**config.mk**
```make
export PLATFORM = sky130hd
export DESIGN_NAME = regfile_wr_decoder_flat
export DESIGN_NICKNAME = d
export VERILOG_FILES = /design/src/rtl/regfile_wr_decoder_if.sv /design/src/rtl/regfile_wr_decoder.sv /design/src/flat_wrapper.sv
export SDC_FILE = /design/constraint.sdc
export NUM_CORES = 1
export LEC_CHECK = 0
export ABC_AREA = 0
export ABC_CLOCK_PERIOD_IN_PS = 800
export CORE_UTILIZATION = 58
export DETAILED_ROUTE_END_ITERATION = 10
export DONT_BUFFER_PORTS = 1
export PLACE_DENSITY = 0.74
export SLEW_MARGIN = 20
export SYNTH_ARGS = -nofsm -noshare
export SYNTH_HDL_FRONTEND = slang
export SYNTH_SLANG_ARGS = --single-unit
```
**constraint.sdc**
```tcl
create_clock -name clk -period 0.8 [get_ports clk]
set_clock_uncertainty 0.15 [all_clocks]
set_input_delay 0.04 -clock clk [delete_from_list [all_inputs] [get_ports clk]]
set_output_delay 0.04 -clock clk [all_outputs]
set_load 0.05 [all_outputs]
```
**src/rtl/regfile_wr_decoder_if.sv**
```systemverilog
// regfile_wr_decoder_if
//   Bundles the write-port decode signals between the issuing stage
//   (master) and the write-enable decoder (slave).
//   write_enable : global write strobe, master -> slave
//   in[4:0]      : destination register index, master -> slave
//   out[31:0]    : registered one-hot write-enable vector, slave -> master
interface regfile_wr_decoder_if;
  logic        write_enable;
  logic [4:0]  in;
  logic [31:0] out;

  modport master (output write_enable, output in, input  out);
  modport slave  (input  write_enable, input  in, output out);
endinterface

```
**src/rtl/regfile_wr_decoder.sv**
```systemverilog
// regfile_wr_decoder
//   Registered 5-to-32 write-enable decoder. A 2-to-4 predecoder on
//   in[4:3] selects one of four 3-to-8 group decoders on in[2:0]; the
//   selected group bit is ANDed with write_enable and captured in an
//   output register. Latency is one cycle; out is one-hot or zero.
// Ports
//   clk   : rising-edge clock
//   rst_n : asynchronous active-low reset, clears out immediately
//   bus   : regfile_wr_decoder_if.slave (write_enable, in, out)
// Configuration
//   DEC_GATE_DELAY_EN : when defined, every decode gate carries a 50 ps
//   delay for gate-level timing simulation (3 levels, <=150 ps total).
//   Undefined (default) gives zero-delay gates. Register behaviour is
//   the same in both builds.

`ifdef DEC_GATE_DELAY_EN
  `define RWD_GDLY #(50ps)
`else
  `define RWD_GDLY
`endif

// One 3-to-8 group decoder; each output is a single decode gate.
module regfile_wr_dec3to8 (
  input  logic [2:0] i_a,
  output logic [7:0] o_y
);
  for (genvar j = 0; j < 8; j++) begin : g_bit
    assign `RWD_GDLY o_y[j] = (i_a == 3'(j));
  end
endmodule

module regfile_wr_decoder (
  input  logic               clk,
  input  logic               rst_n,
  regfile_wr_decoder_if.slave bus
);
  localparam int NUM_GRP = 4;
  localparam int GRP_W   = 8;

  logic [NUM_GRP-1:0]            w_en4;
  logic [NUM_GRP-1:0][GRP_W-1:0] w_temp;
  logic [NUM_GRP-1:0][GRP_W-1:0] w_dec;
  logic [NUM_GRP-1:0][GRP_W-1:0] w_next;
  logic [31:0]                   r_out;

  // Level 1a: upper-bit predecode, one-hot over the four groups.
  for (genvar g = 0; g < NUM_GRP; g++) begin : g_pre
    assign `RWD_GDLY w_en4[g] = (bus.in[4:3] == 2'(g));
  end

  // Level 1b: identical low-bit decoders, one per group.
  regfile_wr_dec3to8 u_grp [NUM_GRP-1:0] (
    .i_a (bus.in[2:0]),
    .o_y (w_temp)
  );

  // Levels 2 and 3: group gating, then global enable gating.
  for (genvar g = 0; g < NUM_GRP; g++) begin : g_grp
    for (genvar j = 0; j < GRP_W; j++) begin : g_bit
      assign `RWD_GDLY w_dec[g][j]  = w_en4[g] & w_temp[g][j];
      assign `RWD_GDLY w_next[g][j] = w_dec[g][j] & bus.write_enable;
    end
  end

  always_ff @(posedge clk or negedge rst_n) begin
    if (!rst_n) r_out <= 32'h0;
    else        r_out <= w_next;
  end

  assign bus.out = r_out;
endmodule

`undef RWD_GDLY

```
**src/flat_wrapper.sv**
```systemverilog
// flat-port wrapper written by rule: the top's interface ports become plain ports
module regfile_wr_decoder_flat 
  (clk, rst_n, bus_write_enable, bus_in, bus_out);
  regfile_wr_decoder_if bus_i ();
  input  logic clk;
  input  logic rst_n;
  input wire logic [$bits(bus_i.write_enable)-1:0] bus_write_enable;
  input wire logic [$bits(bus_i.in)-1:0] bus_in;
  output wire logic [$bits(bus_i.out)-1:0] bus_out;
  assign bus_i.write_enable = bus_write_enable;
  assign bus_i.in = bus_in;
  assign bus_out = bus_i.out;
  regfile_wr_decoder u_core (.clk(clk), .rst_n(rst_n), .bus(bus_i));
endmodule
```
==> run_results.csv, run 1 <==
group,metric,value,unit
synthesis,synthArstFlopShare,1.00,
synthesis,ys_seq_area_frac,0.777,
synthesis,synthTopCellsByArea,"dfrtp_1, nor2_1, nand4bb_1",
synthesis,ys_ff_latch,32,
floorplanning,die_x,44.2,microns
run_status,outcome,"stopped before the end",
synthesis,synth-edff-count,0,
run_status,lastStage,"detailed placement",
synthesis,syn_area,1030,sq um
synthesis,netlist_instances,79,
placed_design,finalWeightedCongestion,0.678,
synthesis,synth.top_cell.area_share,0.777,
synthesis,synth_ff_type,"dfrtp_1",
synthesis,synth.net_count,87,
synthesis,synth_cell_types,10,
floorplanning,initial_utilization,0.654,
synthesis,ys_warn_count,0,
floorplanning,std_cell_rows,14,
synthesis,postSynthAreaPerCell,13.1,sq um
floorplanning,ioPinCount,40,
placed_design,portBuffers,0,
synthesis,synth_common_cells,"dfrtp_1, nor2_1, clkbuf_1, nand4b_1, nand4bb_1",
run_status,error,"[ERROR DPL-0038] Utilization greater than 100%, impossible to legalize",
synthesis,yosysTopAreaCell,"dfrtp_1",
floorplanning,die_y,44.2,microns
-- per-stage QoR --
step / cells / setup TNS [ns] / hold slack [ns] / setup slack (ns)
2_1_floorplan: 79 / -0.327 / -0.406 / -0.0817
3_3_place_gp: 124 / -0.364 / -0.405 / -0.0929
-- kinds of logic after synthesis --
group,after synthesis,share of synthesized area
DFF,32,0.777
and+or+nand+nor,44,0.212
buffers and inverters,3,0.0109
==> run 2, diff against run 1 <==
CORE_AREA = 2 2 63 65   (was unset)
CORE_UTILIZATION = unset   (was 58)
DIE_AREA = 0 0 65 67   (was unset)
PLACE_DENSITY = unset   (was 0.74)
PLACE_DENSITY_LB_ADDON = 0.15   (was unset)
==> run 2 against run 1 <==
- the flow now finishes, with violations (hold timing, setup timing)
- synthesized cell count unchanged
- synthesized area unchanged
==> run_results.csv, run 2 <==
group,metric,value,unit
sta,final_max_slew_viol_count,0,
worst_setup_path,worst_setup_path_start_kind,"register",
final_layout,final_cell_mix,"nor2_1, buf_12, dfrtp_1",
run_status,outcome,"complete, but fails checks",
global_routing,grt_max_degree,33,
sta,period_needed,1.03,ns
synthesis,postSynthAreaPerCell,13.1,sq um
clock_tree,htreeDepth,2,
floorplanning,initial_utilization,0.286,
worst_setup_path,path_class,"register to output port",
worst_setup_path,path_buf_inv,1,
final_layout,drive_gt1_frac,0.362,
placed_design,place_area,1720,sq um
sta,setup_viol,32,
synthesis,ys_ff_latch,32,
global_routing,grt_overflow,0,
synthesis,synthTopCellsByArea,"dfrtp_1, nor2_1, nand4bb_1",
synthesis,synth_ff_type,"dfrtp_1",
sta,holdWs,-0.698,ns
sta,slew_headroom,0.739,
worst_setup_path,cp_max_fo,1,
synthesis,ys_warn_count,0,
floorplanning,ioPinCount,40,
sta,fin_crit_sh,1.29,
floorplanning,die_y,67,microns
pwr,report.power.total,3.48,mW
clock_tree,cts_sinks,32,
clock_tree,clock_path_buffers,2,
pwr,vdd_drop_max,1130,uV
worst_setup_path,crit_path_end_kind,"output port",
routing,route.detailed.vias_per_inst,4.26,
final_layout,largest_reg_flops,32,
final_layout,areaGrowthSynthToFinish,79.5,%
synthesis,synth.top_cell.area_share,0.777,
routing,remaining_drc_errors,0,
global_routing,grt_use_total,0.119,
worst_setup_path,crit_family,"flip-flops",
synthesis,synth-edff-count,0,
routing,route.vias.total,698,
placed_design,finalWeightedCongestion,0.708,
worst_setup_path,path_cells,"buf_12",
sta,setup_tns,-6.92,ns
synthesis,syn_area,1030,sq um
synthesis,netlist_instances,79,
run,max_cap_violations,0,
floorplanning,core-area,3610,sq um
final_layout,stdcell_area,1850,sq um
sta,finalHoldViolations,64,
routing,postRouteAntennaNets,0,
run_status,violations,"hold timing, setup timing",
clock_tree,cts_tree,"yes",
sta,rsz0062_at_grt,"true",
clock_tree,cts_made_buffers,5,
final_layout,utilization,0.513,
hold_path,hold_class,"input port to async pin",
pwr,leakage,0.834,nW
global_routing,grt_pass1_wl,3.51,mm
placed_design,dp.final_hpwl,1.61,mm
final_layout,fin_nets,123,
clock_tree,path_clk_slew,0.06,ns
clock_tree,cts_root_buf,"clkbuf_8",
worst_setup_path,cp.required,0.61,ns
routing,drtIter0Drc,10,
sta,setup_ws,-0.230,ns
routing,dr.pass1.iters,3,
worst_setup_path,max_stage_delay,0.41,ns
sta,max_freq,0.971,GHz
floorplanning,die_x,65,microns
placed_design,portBuffers,0,
pwr,powerDensity,1880,nW/um^2
floorplanning,die-area,4360,sq um
synthesis,synth.net_count,87,
worst_setup_path,worst_path_max_delay_cell,"dfrtp_1",
synthesis,synth_common_cells,"dfrtp_1, nor2_1, clkbuf_1, nand4b_1, nand4bb_1",
sta,tightest_slew,0.392,ns
routing,post_drt_wl_per_cell,13.5,microns
synthesis,ys_seq_area_frac,0.777,
floorplanning,std_cell_rows,22,
routing,finalWirelength,2.21,mm
global_routing,antenna_found_initial,0,
worst_setup_path,arrival,0.84,ns
final_layout,n_fill_cell,290,
placed_design,pre_cts_slack,-0.120,ns
synthesis,yosysTopAreaCell,"dfrtp_1",
synthesis,synthArstFlopShare,1.00,
final_layout,diodes,0,
clock_tree,cts_resized,0,
global_routing,grt_pass1_vias,691,
synthesis,synth_cell_types,10,
-- run 2: cell counts after synthesis --
No cell type changed its count.
-- run 2: logic make-up (layout without fill, tap and decap cells) --
logic type / after synthesis / in the layout / synth area share
buffers and inverters: 3 / 40 / 0.0109
DFF: 32 / 32 / 0.777
and+or+nand+nor: 44 / 44 / 0.212
-- run 2: area by class of cell --
cell class,instances,area (sq um),area share
clock buffers,7,96.3,0.0521
clock inverters,1,30.0,0.0162
multi-input cells,44,223,0.120
flip-flops and latches,32,801,0.433
well taps,48,60.1,0.0325
repair buffers,32,641,0.346
-- run 2: through the flow --
stage               hold slack (ns)  instances
detailed placement           -0.405        156
finish                       -0.698        164
CTS                          -0.705        164
global placement             -0.405        156
global route                 -0.718        164
floorplan                    -0.406         79
-- run 2: per-layer routing --
layer  global-route usage  part of all wire  vias up
li1                     -                 -      323
met3               0.0422             0.070       10
met1                0.127              0.36      337
met5                    0                 0        -
met4               0.0984             0.049        0
met2                0.188              0.52       28
-- run 2: path summary, 6_finish.rpt --
kind / from / to / cells past startpoint
setup / recovery: u_core.bus.out[19] / bus_out[19] / 1
hold / removal: rst_n / u_core.bus.out[10] / 0
max in group asynchronous: rst_n / u_core.bus.out[28] / 0
min in group clk: bus_in[4] / u_core.bus.out[12] / 2
-- run 2: where the power goes --
part,switching [mW],total [mW],internal [mW]
combinational,0.107,0.188,0.0810
clock,0.545,1.64,1.10
sequential,0.0130,1.65,1.63
total,0.665,3.48,2.81
-- run 2: what timing repair did --
action                                 CTS  global route
endpoints found under the hold margin   64            64
setup endpoints to repair               32            32
setup buffers                            0             0
Note: power is estimated with default switching activity, not from simulation.
